File: src/rtl/vfr_frame_scheduler_pkg.sv
// Purpose: shared types and constants for the frame reader's scheduler.
// Latency: n/a (package only).
// Backpressure: n/a (package only).
package vfr_frame_scheduler_pkg;

    // Scheduler FSM encoding.
    typedef enum logic [1:0] {
        ST_IDLE  = 2'd0,
        ST_LOAD  = 2'd1,
        ST_START = 2'd2,
        ST_RUN   = 2'd3
    } state_t;

    // Register indices of the scheduler's fields in the control bank.
    localparam int REG_BANK_SEL     = 3;
    localparam int REG_BASE0        = 4;
    localparam int REG_WORDS0       = 5;
    localparam int REG_BASE1        = 6;
    localparam int REG_WORDS1       = 7;
    localparam int CTRL_ONESHOT_BIT = 15;

endpackage

File: src/rtl/vfr_frame_scheduler.sv
// Purpose: sequences the read master, issuing one DMA command per frame from the double-buffered descriptors.
// Latency: dma_start rises 2 cycles after enable is sampled; frame_irq/clear_enable follow dma_done by 1 cycle.
// Backpressure: dma_start is held with stable base/words until dma_ready; the next frame waits for dma_done.
//
// Ports:
//   clk, rst                 clock; asynchronous active-high reset
//   enable, oneshot          go bit and run-one-frame mode from the register bank
//   bank_sel, base*/words*   descriptor banks, sampled only in the LOAD cycle
//   dma_start/ready          frame command handshake; dma_base/dma_words are the latched descriptor
//   dma_done                 one-cycle pulse from the read master at end of frame
//   stopped, clear_enable    status and go-bit clear back to the register bank
//   frame_irq, err_irq       one-cycle interrupt pulses
//   active_bank, frame_count bank of the current/last frame; wrapping completed-frame counter
module vfr_frame_scheduler
    import vfr_frame_scheduler_pkg::*;
#(
    parameter int ADDR_WIDTH  = 32,
    parameter int WORDS_WIDTH = 24,
    parameter int COUNT_WIDTH = 16
) (
    input  logic                   clk,
    input  logic                   rst,
    input  logic                   enable,
    input  logic                   oneshot,
    input  logic                   bank_sel,
    input  logic [ADDR_WIDTH-1:0]  base0,
    input  logic [WORDS_WIDTH-1:0] words0,
    input  logic [ADDR_WIDTH-1:0]  base1,
    input  logic [WORDS_WIDTH-1:0] words1,
    output logic                   dma_start,
    input  logic                   dma_ready,
    output logic [ADDR_WIDTH-1:0]  dma_base,
    output logic [WORDS_WIDTH-1:0] dma_words,
    input  logic                   dma_done,
    output logic                   stopped,
    output logic                   clear_enable,
    output logic                   frame_irq,
    output logic                   err_irq,
    output logic                   active_bank,
    output logic [COUNT_WIDTH-1:0] frame_count
);

    state_t state;
    state_t state_nxt;
    state_t end_state;

    logic [ADDR_WIDTH-1:0]  sel_base;
    logic [WORDS_WIDTH-1:0] sel_words;
    logic                   zero_len;
    logic                   frame_end;
    logic                   desc_end;

    // Descriptor selected for the frame being loaded.
    assign sel_base  = bank_sel ? base1 : base0;
    assign sel_words = bank_sel ? words1 : words0;
    assign zero_len  = (sel_words == '0);

    // A real frame ends on dma_done in RUN; a zero-length descriptor ends in LOAD.
    assign frame_end = (state == ST_RUN) && dma_done;
    assign desc_end  = frame_end || ((state == ST_LOAD) && zero_len);

    // Where to go after a frame (or rejected descriptor) ends. oneshot wins
    // over enable because the go bit is being cleared in the same cycle.
    assign end_state = oneshot ? ST_IDLE : (enable ? ST_LOAD : ST_IDLE);

    // State register.
    always_ff @(posedge clk or posedge rst) begin
        if (rst) begin
            state <= ST_IDLE;
        end else begin
            state <= state_nxt;
        end
    end

    // Next-state logic. Dropping enable never aborts a frame; it is only
    // consulted at the end-of-frame decision.
    always_comb begin
        state_nxt = state;
        case (state)
            ST_IDLE:  if (enable) state_nxt = ST_LOAD;
            ST_LOAD:  state_nxt = zero_len ? end_state : ST_START;
            ST_START: if (dma_ready) state_nxt = ST_RUN;
            ST_RUN:   if (dma_done) state_nxt = end_state;
            default:  state_nxt = ST_IDLE;
        endcase
    end

    // Outputs decoded from the registered state.
    always_comb begin
        dma_start = 1'b0;
        stopped   = 1'b0;
        case (state)
            ST_IDLE:  stopped   = 1'b1;
            ST_START: dma_start = 1'b1;
            default:  ;
        endcase
    end

    // Descriptor latch: held stable from one LOAD to the next so mid-frame
    // register writes only affect the following frame.
    always_ff @(posedge clk or posedge rst) begin
        if (rst) begin
            active_bank <= 1'b0;
            dma_base    <= '0;
            dma_words   <= '0;
        end else if (state == ST_LOAD) begin
            active_bank <= bank_sel;
            dma_base    <= sel_base;
            dma_words   <= sel_words;
        end
    end

    // Event pulses and the completed-frame counter. Each pulse is registered
    // from a single-cycle condition, so it can never stretch past one cycle.
    always_ff @(posedge clk or posedge rst) begin
        if (rst) begin
            frame_irq    <= 1'b0;
            err_irq      <= 1'b0;
            clear_enable <= 1'b0;
            frame_count  <= '0;
        end else begin
            frame_irq    <= frame_end;
            err_irq      <= (state == ST_LOAD) && zero_len;
            clear_enable <= desc_end && oneshot;
            if (frame_end) begin
                frame_count <= frame_count + 1'b1;
            end
        end
    end

endmodule

File: config.mk
export PLATFORM = sky130hd
export DESIGN_NAME = vfr_frame_scheduler
export DESIGN_NICKNAME = d
export VERILOG_FILES = /design/src/rtl/vfr_frame_scheduler_pkg.sv /design/src/rtl/vfr_frame_scheduler.sv
export SDC_FILE = /design/constraint.sdc
export NUM_CORES = 1
export LEC_CHECK = 0
export ABC_AREA = 1
export CORE_UTILIZATION = 32
export DETAILED_ROUTE_END_ITERATION = 6
export MAX_ROUTING_LAYER = met4
export PLACE_DENSITY = 0.67
export REMOVE_ABC_BUFFERS = 1
export SLEW_MARGIN = 0
export SYNTH_ARGS = -nofsm -noshare
export SYNTH_HDL_FRONTEND = slang
export SYNTH_SLANG_ARGS = --single-unit
File: constraint.sdc
create_clock -name clk -period 6.6 [get_ports clk]
set_clock_uncertainty 0.05 [all_clocks]
set_input_delay 0.99 -clock clk [delete_from_list [all_inputs] [get_ports clk]]
set_output_delay 0.99 -clock clk [all_outputs]
set_load 0.01 [all_outputs]
== Yosys cells after proc, flatten, opt, wreduce, memory -nomap -nowiden ==
Index checks and enable logic that the tools add are counted.
Widths: inputs -> output; s select.

* Bits in registers: 78
* Input port bits: 119
* Output and inout port bits: 78
* Word-level logic and storage cells: 33

* Add/sub/neg operators: 1
* Equality and inequality tests: 6
* Mux-type cells: 11
* Reduce and logical (&&, ||, !) cells: 7

{| class="wikitable"
|+ Operators with widths
! cell !! number
|-
| $mux 32 || 1
|-
| $logic_not 24->1 || 1
|-
| $mux 24 || 1
|-
| $add 16x1->16 const B || 1
|-
| $mux 2 || 4
|-
| $pmux 2 s4 || 1
|-
| $ne 2x2->1 const B || 3
|-
| $eq 2x2->1 const B || 2
|-
| $mux 1 || 4
|-
| $logic_and 1x1->1 || 3
|-
| $reduce_and 3->1 || 1
|-
| $eq 2x1->1 const B || 1
|-
| $logic_not 2->1 || 1
|-
| $logic_or 1x1->1 || 1
|}

== Longest topological paths before layout ==
Gate-level depths: netlist of the first run.

* Depth after elaboration: 5
* Gate-level depth with buffers: 12
* Mapped depth without buffers: 11

== Worst setup path after synthesis of the first run ==
OpenSTA, ideal clock, no wires.

* Path type: input to register
* Start: input port bank_sel
* End: register clear_enable
* Library setup time: 0.077 ns
* Data arrival time: 1.887 ns
* Data required time: 6.473 ns
* Setup slack: 4.585 ns
* Cell stages on the path: 9
* Buffers on the path: 2
* Cells stage by stage: buf_2 -> buf_2 -> nand2_1 -> nand2_1 -> nor2_1 -> nand2_1 -> nor2_1 -> nand3_1 -> a21oi_1

* Cells in the longest elaborated chain, start to end: 5

{| class="wikitable"
|+ RTL lines
! element !! RTL line !! source
|-
| start, declared || vfr_frame_scheduler.sv:25 || <nowiki>input logic bank_sel,</nowiki>
|-
| $mux 24 || vfr_frame_scheduler.sv:55 || <nowiki>assign sel_words = bank_sel ? words1 : words0;</nowiki>
|-
| $logic_not 24->1 || vfr_frame_scheduler.sv:56 || <nowiki>assign zero_len = (sel_words == '0);</nowiki>
|-
| $logic_and 1x1->1 || vfr_frame_scheduler.sv:60 || <nowiki>assign desc_end = frame_end || ((state == ST_LOAD) && zero_len);</nowiki>
|-
| $logic_or 1x1->1 || vfr_frame_scheduler.sv:60 ||
|-
| $logic_and 1x1->1 || vfr_frame_scheduler.sv:124 || <nowiki>clear_enable <= desc_end && oneshot;</nowiki>
|-
| end signal, assigned || vfr_frame_scheduler.sv:124 ||
|-
| end, declared || vfr_frame_scheduler.sv:36 || <nowiki>output logic clear_enable,</nowiki>
|}

Every way passes these cells.
A chain may end at the register's enable or synchronous reset.

== Worst setup path in the final report of the first run ==
Same ends and word-level chain as after synthesis.

==> results.yml, run 1 <==
run_status:
  outcome: "finished clean"
drt:
  wl_um: 11120
  wl_per_cell_um: 13.73
  routed_via_density: 4.632
  drt_iter0_drc: 194
  ant_nets: 0
  drc_errors: 0
  via_count: 3752
  first_pass_iters: 4
sta:
  setup_viol: 0
  max_freq_ghz: 0.3341
  period_share_pct: 45.35
  rsz0062_at_grt: "no"
  period_needed_ns: 2.993
  slew_headroom_pct: 31.74
  drv_slew: 0
  timing.final.ws_setup_ns: 3.607
  finalHoldViolations: 0
  tns_ns: 0
  tightest_slew_ns: 1.021
clocking:
  cts.sinks: 78
  cts_tree: "done"
  root_buffer: "clkbuf_16"
  post-cts-setup-buffers: 0
  htree_levels: 3
  cts.reportedPaths.clkPinSlew_ns: 0.06
  holdBufCountCts: 0
  numCtsBuffers: 9
  postCtsResizedCells: 0
  clk_latency_ns: 0.33
  cts_max_path_buffers: 2
floorplanning:
  die_h_um: 110.3
  rows: 39
  dieArea_um2: 12160
  core_region_area_um2: 11420
  die_w_um: 110.3
  io_pins: 197
  start_util_pct: 32.84
min_path:
  hold_path.class: "flop to flop"
yosys:
  synthTopCellsByArea: "dfrtp_1, nand2_1, o21ai_0"
  ys_warn_count: 0
  synth.most_common_cell: "nand2_1"
  yosysTopAreaCellShare_pct: 52.05
  syn_avg_cell_area_um2: 7.861
  async_flop_share_pct: 100.0
  yosysSeqAreaShare_pct: 52.05
  ys_ff_latch: 78
  synth.distinct_cells: 24
  synth-edff-count: 0
  synthCells: 477
  synth_commonest_cells: "nand2_1, dfrtp_1, o21ai_0"
  synthFlopType: "dfrtp_1"
  syn_area_um2: 3750
  yosys.area.top_type: "dfrtp_1"
final_layout:
  area_growth_pct: 63.86
  multi_input_area_um2: 1538
  final_cell_area_um2: 6145
  final_util_pct: 53.81
  fillers: 1069
  register_area_um2: 1952
  antenna_cells: 0
  drive_above_1_share_pct: 4.798
  finalNetCount: 783
run:
  maxCapViolations: 0
critical_path:
  cp-end-kind: "flop"
  crit_path_start_kind: "input port"
  required_ns: 6.81
  worstPathArrival_ns: 3.20
  critPathKind: "input port to flop"
  cp_max_fo: 60
global_routing:
  grt_pass1_vias: 3735
  grt_first_pass_wirelength_um: 17510
  grtUsageTotal_pct: 19.52
  overflow: 0
  antenna_found_initial: 0
  grt_max_degree: 79
power_and_ir_drop:
  p_per_area_nw_per_um2: 383.8
  peakVddDrop_v: 0.0002140
  p_leak_uw: 0.002826
placed_design:
  pre_cts_ws_ns: 3.207
  hpwl_um: 7807
  port_buffers: 196
  gp_congestion: 0.8072
  dpl_cell_area_um2: 5807
==> path summary, 6_finish.rpt <==
check | startpoint | to | slack [ns] | depth (start not counted)
max | bank_sel | clear_enable$_DFF_PP0_ | 3.61 | 11
min reg2reg | frame_count[15]$_DFFE_PP0P_ | frame_count[15]$_DFFE_PP0P_ | 0.42 | 1
min in group asynchronous | rst | dma_words[8]$_DFFE_PP0P_ | 1.23 | 3
max reg2reg | state[0]$_DFFE_PP0P_ | dma_words[6]$_DFFE_PP0P_ | 3.91 | 5
max in group asynchronous | rst | dma_base[17]$_DFFE_PP0P_ | 4.60 | 3
min | frame_count[15]$_DFFE_PP0P_ | frame_count[15]$_DFFE_PP0P_ | 0.42 | 1
==> registers in the layout, indices dropped and copies added, names as in the netlist, named ones only <==
signal and flops:
dma_words 24, clear_enable 1, state 1, dma_base 32, err_irq 1, frame_count 16, active_bank 1, frame_irq 1
==> kinds of logic (layout without fill, tap and decap cells) <==
family / count (synthesis) / in the layout / share of synthesized area, %
buffers and inverters: 67 / 257 / 7.074
AOI/OAI and AO/OA: 96 / 96 / 13.15
xor gates and xnor gates: 15 / 15 / 3.504
and+or+nand+nor: 220 / 220 / 23.89
adders and majority gates: 1 / 1 / 0.3336
DFF: 78 / 78 / 52.05
==> through the flow <==
step | hold WS [ns] | power [µW] | cells
6_report | 0.4227 | 2358 | 810
5_1_grt | 0.4428 | 2517 | 810
2_1_floorplan | 0.4573 | 1211 | 454
3_5_place_dp | 0.4152 | 1807 | 795
4_1_cts | 0.4256 | 2384 | 810
3_3_place_gp | 0.4124 | 1787 | 795
==> cells in the final DEF (no fill, tap or decap) <==
master / instances
o21ai_0: 77
xor2_1: 9
nand3_1: 4
inv_1: 40
bufinv_16: 3
xnor2_1: 6
clkbuf_1: 1
buf_2: 1
o21ai_1: 8
nand3_2: 2
clkdlybuf4s50_1: 195
nor3_1: 2
clkbuf_16: 9
clkbuf_8: 1
nand2_2: 2
nand3_4: 1
a21oi_1: 2
nor2_4: 3
nor3_2: 1
nor2_2: 2
nand2_1: 146
buf_4: 2
nand4_1: 1
ha_1: 1
nor2_1: 56
a31oi_1: 8
clkinv_2: 2
o31ai_1: 1
inv_2: 3
dfrtp_1: 78
==> where the power goes <==
group | total (µW) | internal [µW] | switching, µW
combinational | 985 | 522 | 463
clock | 563 | 377 | 186
sequential | 811 | 679 | 132
==> layout make-up <==
cell class                      count  share of cell area, %
Timing Repair Buffer              198                  32.09
Sequential cell                    78                  31.77
Multi-Input combinational cell    332                  25.03
Clock buffer                       11                  3.950
Tap cell                          143                  2.912
Inverter                           44                  2.708
Clock inverter                      4                  1.548
==> critical path: stages <==
cell	delay, ns
buf_2	0.09
buf_4	0.29
inv_2	0.76
nand2_1	0.12
nand2_1	0.12
nand2_1	0.05
nor2_1	0.11
nand2_1	0.08
nor2_1	0.24
nand3_1	0.14
a21oi_1	0.17
==> layer usage <==
layer  track usage, %  vias up  share of wire [%]
li1                 -     1874                  -
met1            24.29     1698                 44
met2            30.92      159                 46
met3            3.233       21                7.6
met4            9.398        0                2.5
met5                -        -                  0
Note: power is estimated with default switching activity, not from simulation.
==> run 2: changes to the inputs <==
==> constraint.sdc (replaced) <==
create_clock -name clk -period 3.1 [get_ports clk]
set_clock_uncertainty 0.05 [all_clocks]
set_input_delay 0.465 -clock clk [delete_from_list [all_inputs] [get_ports clk]]
set_output_delay 0.465 -clock clk [all_outputs]
set_load 0.01 [all_outputs]
==> results.yml, run 2 (same netlist as run 1, synthesis figures left out) <==
floorplanning:
  io_pins: 197
  start_util_pct: 32.84
  die_w_um: 110.3
  rows: 39
  core_region_area_um2: 11420
  die_h_um: 110.3
  dieArea_um2: 12160
power_and_ir_drop:
  seq_power_share_pct: 35.2
  p_clk_share_pct: 21.9
  swShare_pct: 34.58
  comb_power_share_pct: 42.9
  p_leak_uw: 0.002828
  power.total_uw: 4884
  switchingPower_uw: 1689
  internal_power_uw: 3195
  peakVddDrop_v: 0.0003555
  p_per_area_nw_per_um2: 793.5
final_layout:
  antenna_cells: 0
  final_common_cell: "clkdlybuf4s50_1"
  most-common-layout-cells: "clkdlybuf4s50_1, nand2_1, dfrtp_1, o21ai_0, nor2_1"
  finalNetCount: 787
  drive_above_1_share_pct: 5.655
  largestRegisters: "dma_base: 32 flops, dma_words: 24 flops, frame_count: 16 flops"
  largest_reg_flops: 32
  area_growth_pct: 64.13
  stdcell_count: 815
  fillers: 1063
  regMostFlops: "dma_base"
  final_util_pct: 53.90
drt:
  via_count: 3746
  drt_iter0_drc: 219
  wl_per_cell_um: 13.78
  first_pass_iters: 5
  wl_um: 11230
  drc_errors: 0
  ant_nets: 0
  routed_via_density: 4.596
placed_design:
  gp_congestion: 0.8128
  dp.cells: 799
  hpwl_um: 8165
  port_buffers: 196
sta:
  slew_headroom_pct: 31.07
  setup_viol: 0
  max_freq_ghz: 0.4724
  tightest_slew_ns: 1.034
  rsz0062_at_grt: "no"
  finalHoldViolations: 0
  whs_ns: 0.4312
  tns_ns: 0
  period_needed_ns: 2.117
  drv_slew: 0
  period_share_pct: 68.29
clocking:
  root_buffer: "clkbuf_16"
  holdBufCountCts: 0
  clk_latency_ns: 0.33
  cts.reportedPaths.clkPinSlew_ns: 0.06
  cts_max_path_buffers: 2
  htree_levels: 3
  numCtsBuffers: 9
  cts.sinks: 78
  cts_tree: "done"
  post-cts-setup-buffers: 0
  postCtsResizedCells: 0
global_routing:
  grt_pass1_vias: 3587
  antenna_found_initial: 0
  grt_first_pass_wirelength_um: 17260
  overflow: 0
  grt_max_degree: 67
  grtUsageTotal_pct: 19.17
run:
  maxCapViolations: 0
critical_path:
  critPathKind: "flop to primary output"
  cp_max_fo: 7
  worstPathArrival_ns: 1.60
  required_ns: 2.58
  crit_path_start_kind: "flop"
  cp-end-kind: "primary output"
run_status:
  outcome: "finished clean"
min_path:
  hold_path.class: "flop to flop"
[run 2: changes by cell type in the layout (fill, tap and decap cells not counted)]
cell | previous run | this run
clkinv_4 | 0 | 2
inv_6 | 0 | 2
buf_4 | 2 | 5
buf_12 | 0 | 1
clkbuf_1 | 1 | 0
clkinv_2 | 2 | 1
clkbuf_8 | 1 | 0
bufinv_16 | 3 | 1
clkinvlp_4 | 0 | 2
[run 2: power groups by stage]
stage               sequential [µW]  clock [µW]  combinational [µW]
floorplan                      1890           0                 691
finish                         1720        1070                2090
CTS                            1720        1100                2130
global route                   1770        1150                2310
global placement               1720           0                2090
detailed placement             1730           0                2130
[run 2: worst paths after layout]
check	start	end	slack, ns	cells past startpoint
min in group asynchronous	rst	dma_words[9]$_DFFE_PP0P_	0.48	2
worst min register to register	dma_base[4]$_DFFE_PP0P_	dma_base[4]$_DFFE_PP0P_	0.43	2
worst max-delay path	flop	dma_start	0.98	3
worst max register to register	state[0]$_DFFE_PP0P_	dma_words[1]$_DFFE_PP0P_	1.18	4
max in group asynchronous	rst	dma_words[20]$_DFFE_PP0P_	1.88	3
worst min-delay path	dma_base[4]$_DFFE_PP0P_	dma_base[4]$_DFFE_PP0P_	0.43	2
[run 2: critical path, cell delays in order, from the launching register on]
cell	delay [ns]
dfrtp_1	0.52
inv_1	0.10
nor2_1	0.11
clkdlybuf4s50_1	0.54
[run 2: layout make-up]
class	count	area, µm²	share of cell area (%)
Inverter	44	166.4	2.704
Clock inverter	7	80.08	1.301
Timing Repair Buffer	202	2014	32.73
Clock buffer	9	225.2	3.659
Tap cell	143	178.9	2.907
Multi-Input combinational cell	332	1538	24.98
Sequential cell	78	1952	31.71
[run 2: metrics by stage]
step,worst slack (ns),cell area (µm²)
after floorplan,0.3955,3650
after global placement,0.9944,5849
after detailed placement,0.9525,5849
after CTS,0.9621,6155
after global routing,0.9066,6155
final,0.9832,6155
[run 2: layer usage]
layer / wire length [µm] / up-vias / global-route usage (%)
met3: 759 / 12 / 3.880
met1: 4942 / 1694 / 23.70
li1: - / 1881 / -
met2: 5389 / 159 / 32.03
met4: 139 / 0 / 4.981
met5: 0 / - / -
==> run 3: changes to the inputs <==
==> constraint.sdc (replaced) <==
create_clock -name clk -period 2.1 [get_ports clk]
set_clock_uncertainty 0.05 [all_clocks]
set_input_delay 0.315 -clock clk [delete_from_list [all_inputs] [get_ports clk]]
set_output_delay 0.315 -clock clk [all_outputs]
set_load 0.01 [all_outputs]
==> results.yml, run 3 (same netlist as run 1, synthesis figures left out) <==
sta:
  period_share_pct: 92.99
  max_freq_ghz: 0.5121
  setup_viol: 0
  tightest_slew_ns: 0.4212
  rsz0062_at_grt: "no"
  timing.final.ws_setup_ns: 0.1471
  period_needed_ns: 1.953
  whs_ns: 0.3669
  tns_ns: 0
  slew_headroom_pct: 71.92
  finalHoldViolations: 0
  drv_slew: 0
drt:
  wl_um: 11200
  first_pass_iters: 4
  via_count: 3743
  wl_per_cell_um: 13.69
  routed_via_density: 4.576
  drc_errors: 0
  drt_iter0_drc: 182
  ant_nets: 0
final_layout:
  final_common_cell: "clkdlybuf4s50_1"
  regMostFlops: "dma_base"
  largestRegisters: "dma_base: 32 flops, dma_words: 24 flops, frame_count: 16 flops"
  most-common-layout-cells: "clkdlybuf4s50_1, nand2_1, dfrtp_1, o21ai_0, nor2_1"
  area_growth_pct: 65.37
  register_area_um2: 1952
  finalNetCount: 790
  final_cell_area_um2: 6201
  antenna_cells: 0
  drive_above_1_share_pct: 5.778
  fillers: 1110
  multi_input_area_um2: 1538
  largest_reg_flops: 32
power_and_ir_drop:
  comb_power_share_pct: 43.0
  seq_power_share_pct: 34.5
  peakVddDrop_v: 0.0006202
  internal_power_uw: 4885
  switchingPower_uw: 2447
  p_per_area_nw_per_um2: 1182
  swShare_pct: 33.38
  p_clk_share_pct: 22.5
  p_leak_uw: 0.002860
critical_path:
  worstPathArrival_ns: 1.59
  cp-end-kind: "primary output"
  critPathKind: "flop to primary output"
  cp_max_fo: 7
  crit_path_start_kind: "flop"
  required_ns: 1.74
clocking:
  htree_levels: 3
  holdBufCountCts: 0
  cts_max_path_buffers: 2
  post-cts-setup-buffers: 0
  root_buffer: "clkbuf_16"
  postCtsResizedCells: 0
  numCtsBuffers: 9
  clk_latency_ns: 0.33
  cts_tree: "done"
  cts.reportedPaths.clkPinSlew_ns: 0.06
  cts.sinks: 78
placed_design:
  gp_congestion: 0.7775
  dpl_cell_area_um2: 5884
  port_buffers: 196
  hpwl_um: 8206
  pre_cts_ws_ns: 0.1858
floorplanning:
  io_pins: 197
  start_util_pct: 32.84
  die_h_um: 110.3
  core_region_area_um2: 11420
  dieArea_um2: 12160
  die_w_um: 110.3
  rows: 39
global_routing:
  grt_first_pass_wirelength_um: 17280
  overflow: 0
  grt_max_degree: 79
  antenna_found_initial: 0
  grt_pass1_vias: 3672
  grtUsageTotal_pct: 19.17
run_status:
  outcome: "finished clean"
run:
  maxCapViolations: 0
min_path:
  hold_path.class: "input port to async pin"
==> run 3: changes by cell type in the layout (fill, tap and decap cells not counted) <==
| cell | change |
|---|---|
| clkinv_2 | +2 |
| bufinv_16 | +1 |
| clkbuf_8 | +1 |
| inv_6 | -2 |
| buf_4 | +2 |
| clkinv_4 | -2 |
| buf_12 | +1 |
| clkbuf_1 | +2 |
| clkinvlp_4 | -2 |
==> run 3: final cells by class <==
type	count	share of cell area [%]
clock inverter	4	1.130
tap	143	2.885
inverter	44	2.684
sequential	78	31.48
timing repair buffer	205	33.05
multi-input combinational	332	24.80
clock buffer	12	3.975
==> run 3: final timing paths <==
kind,end,startpoint,slack (ns),depth (start not counted)
max in group asynchronous,dma_base[30]$_DFFE_PP0P_,rst,1.32,3
min in group clk,frame_count[15]$_DFFE_PP0P_,frame_count[15]$_DFFE_PP0P_,0.42,1
hold reg to reg,frame_count[15]$_DFFE_PP0P_,frame_count[15]$_DFFE_PP0P_,0.42,1
setup reg to reg,frame_count[12]$_DFFE_PP0P_,flop,0.51,8
setup / recovery,dma_start,flop,0.15,3
hold / removal,dma_words[0]$_DFFE_PP0P_,rst,0.37,3
==> run 3: per-layer routing <==
metal	global-route usage (%)	part of all wire (%)
met2	31.81	48
met5	-	0
met1	23.30	44
met3	3.410	6.2
met4	7.143	1.9
==> run 3: power by group through the flow <==
stage / sequential [µW] / clock (µW) / combinational (µW)
after floorplan: 2790 / 0 / 1020
after detailed placement: 2550 / 0 / 3190
after global routing: 2610 / 1740 / 3470
after CTS: 2530 / 1690 / 3190
after global placement: 2530 / 0 / 3130
final: 2530 / 1650 / 3150
==> run 3: critical path, cell delays in order, from the launching register on <==
cell and delay, ns:
dfrtp_1 0.53, inv_1 0.10, nor2_1 0.09, clkdlybuf4s50_1 0.54
==> run 3: stage by stage <==
stage          utilization (%)  total power [µW]  instances
6_report                 54.31              7332        818
5_1_grt                  54.31              7815        818
4_1_cts                  54.31              7414        818
3_5_place_dp             51.53              5733        802
3_3_place_gp             51.53              5656        802
2_1_floorplan                -              3805        454
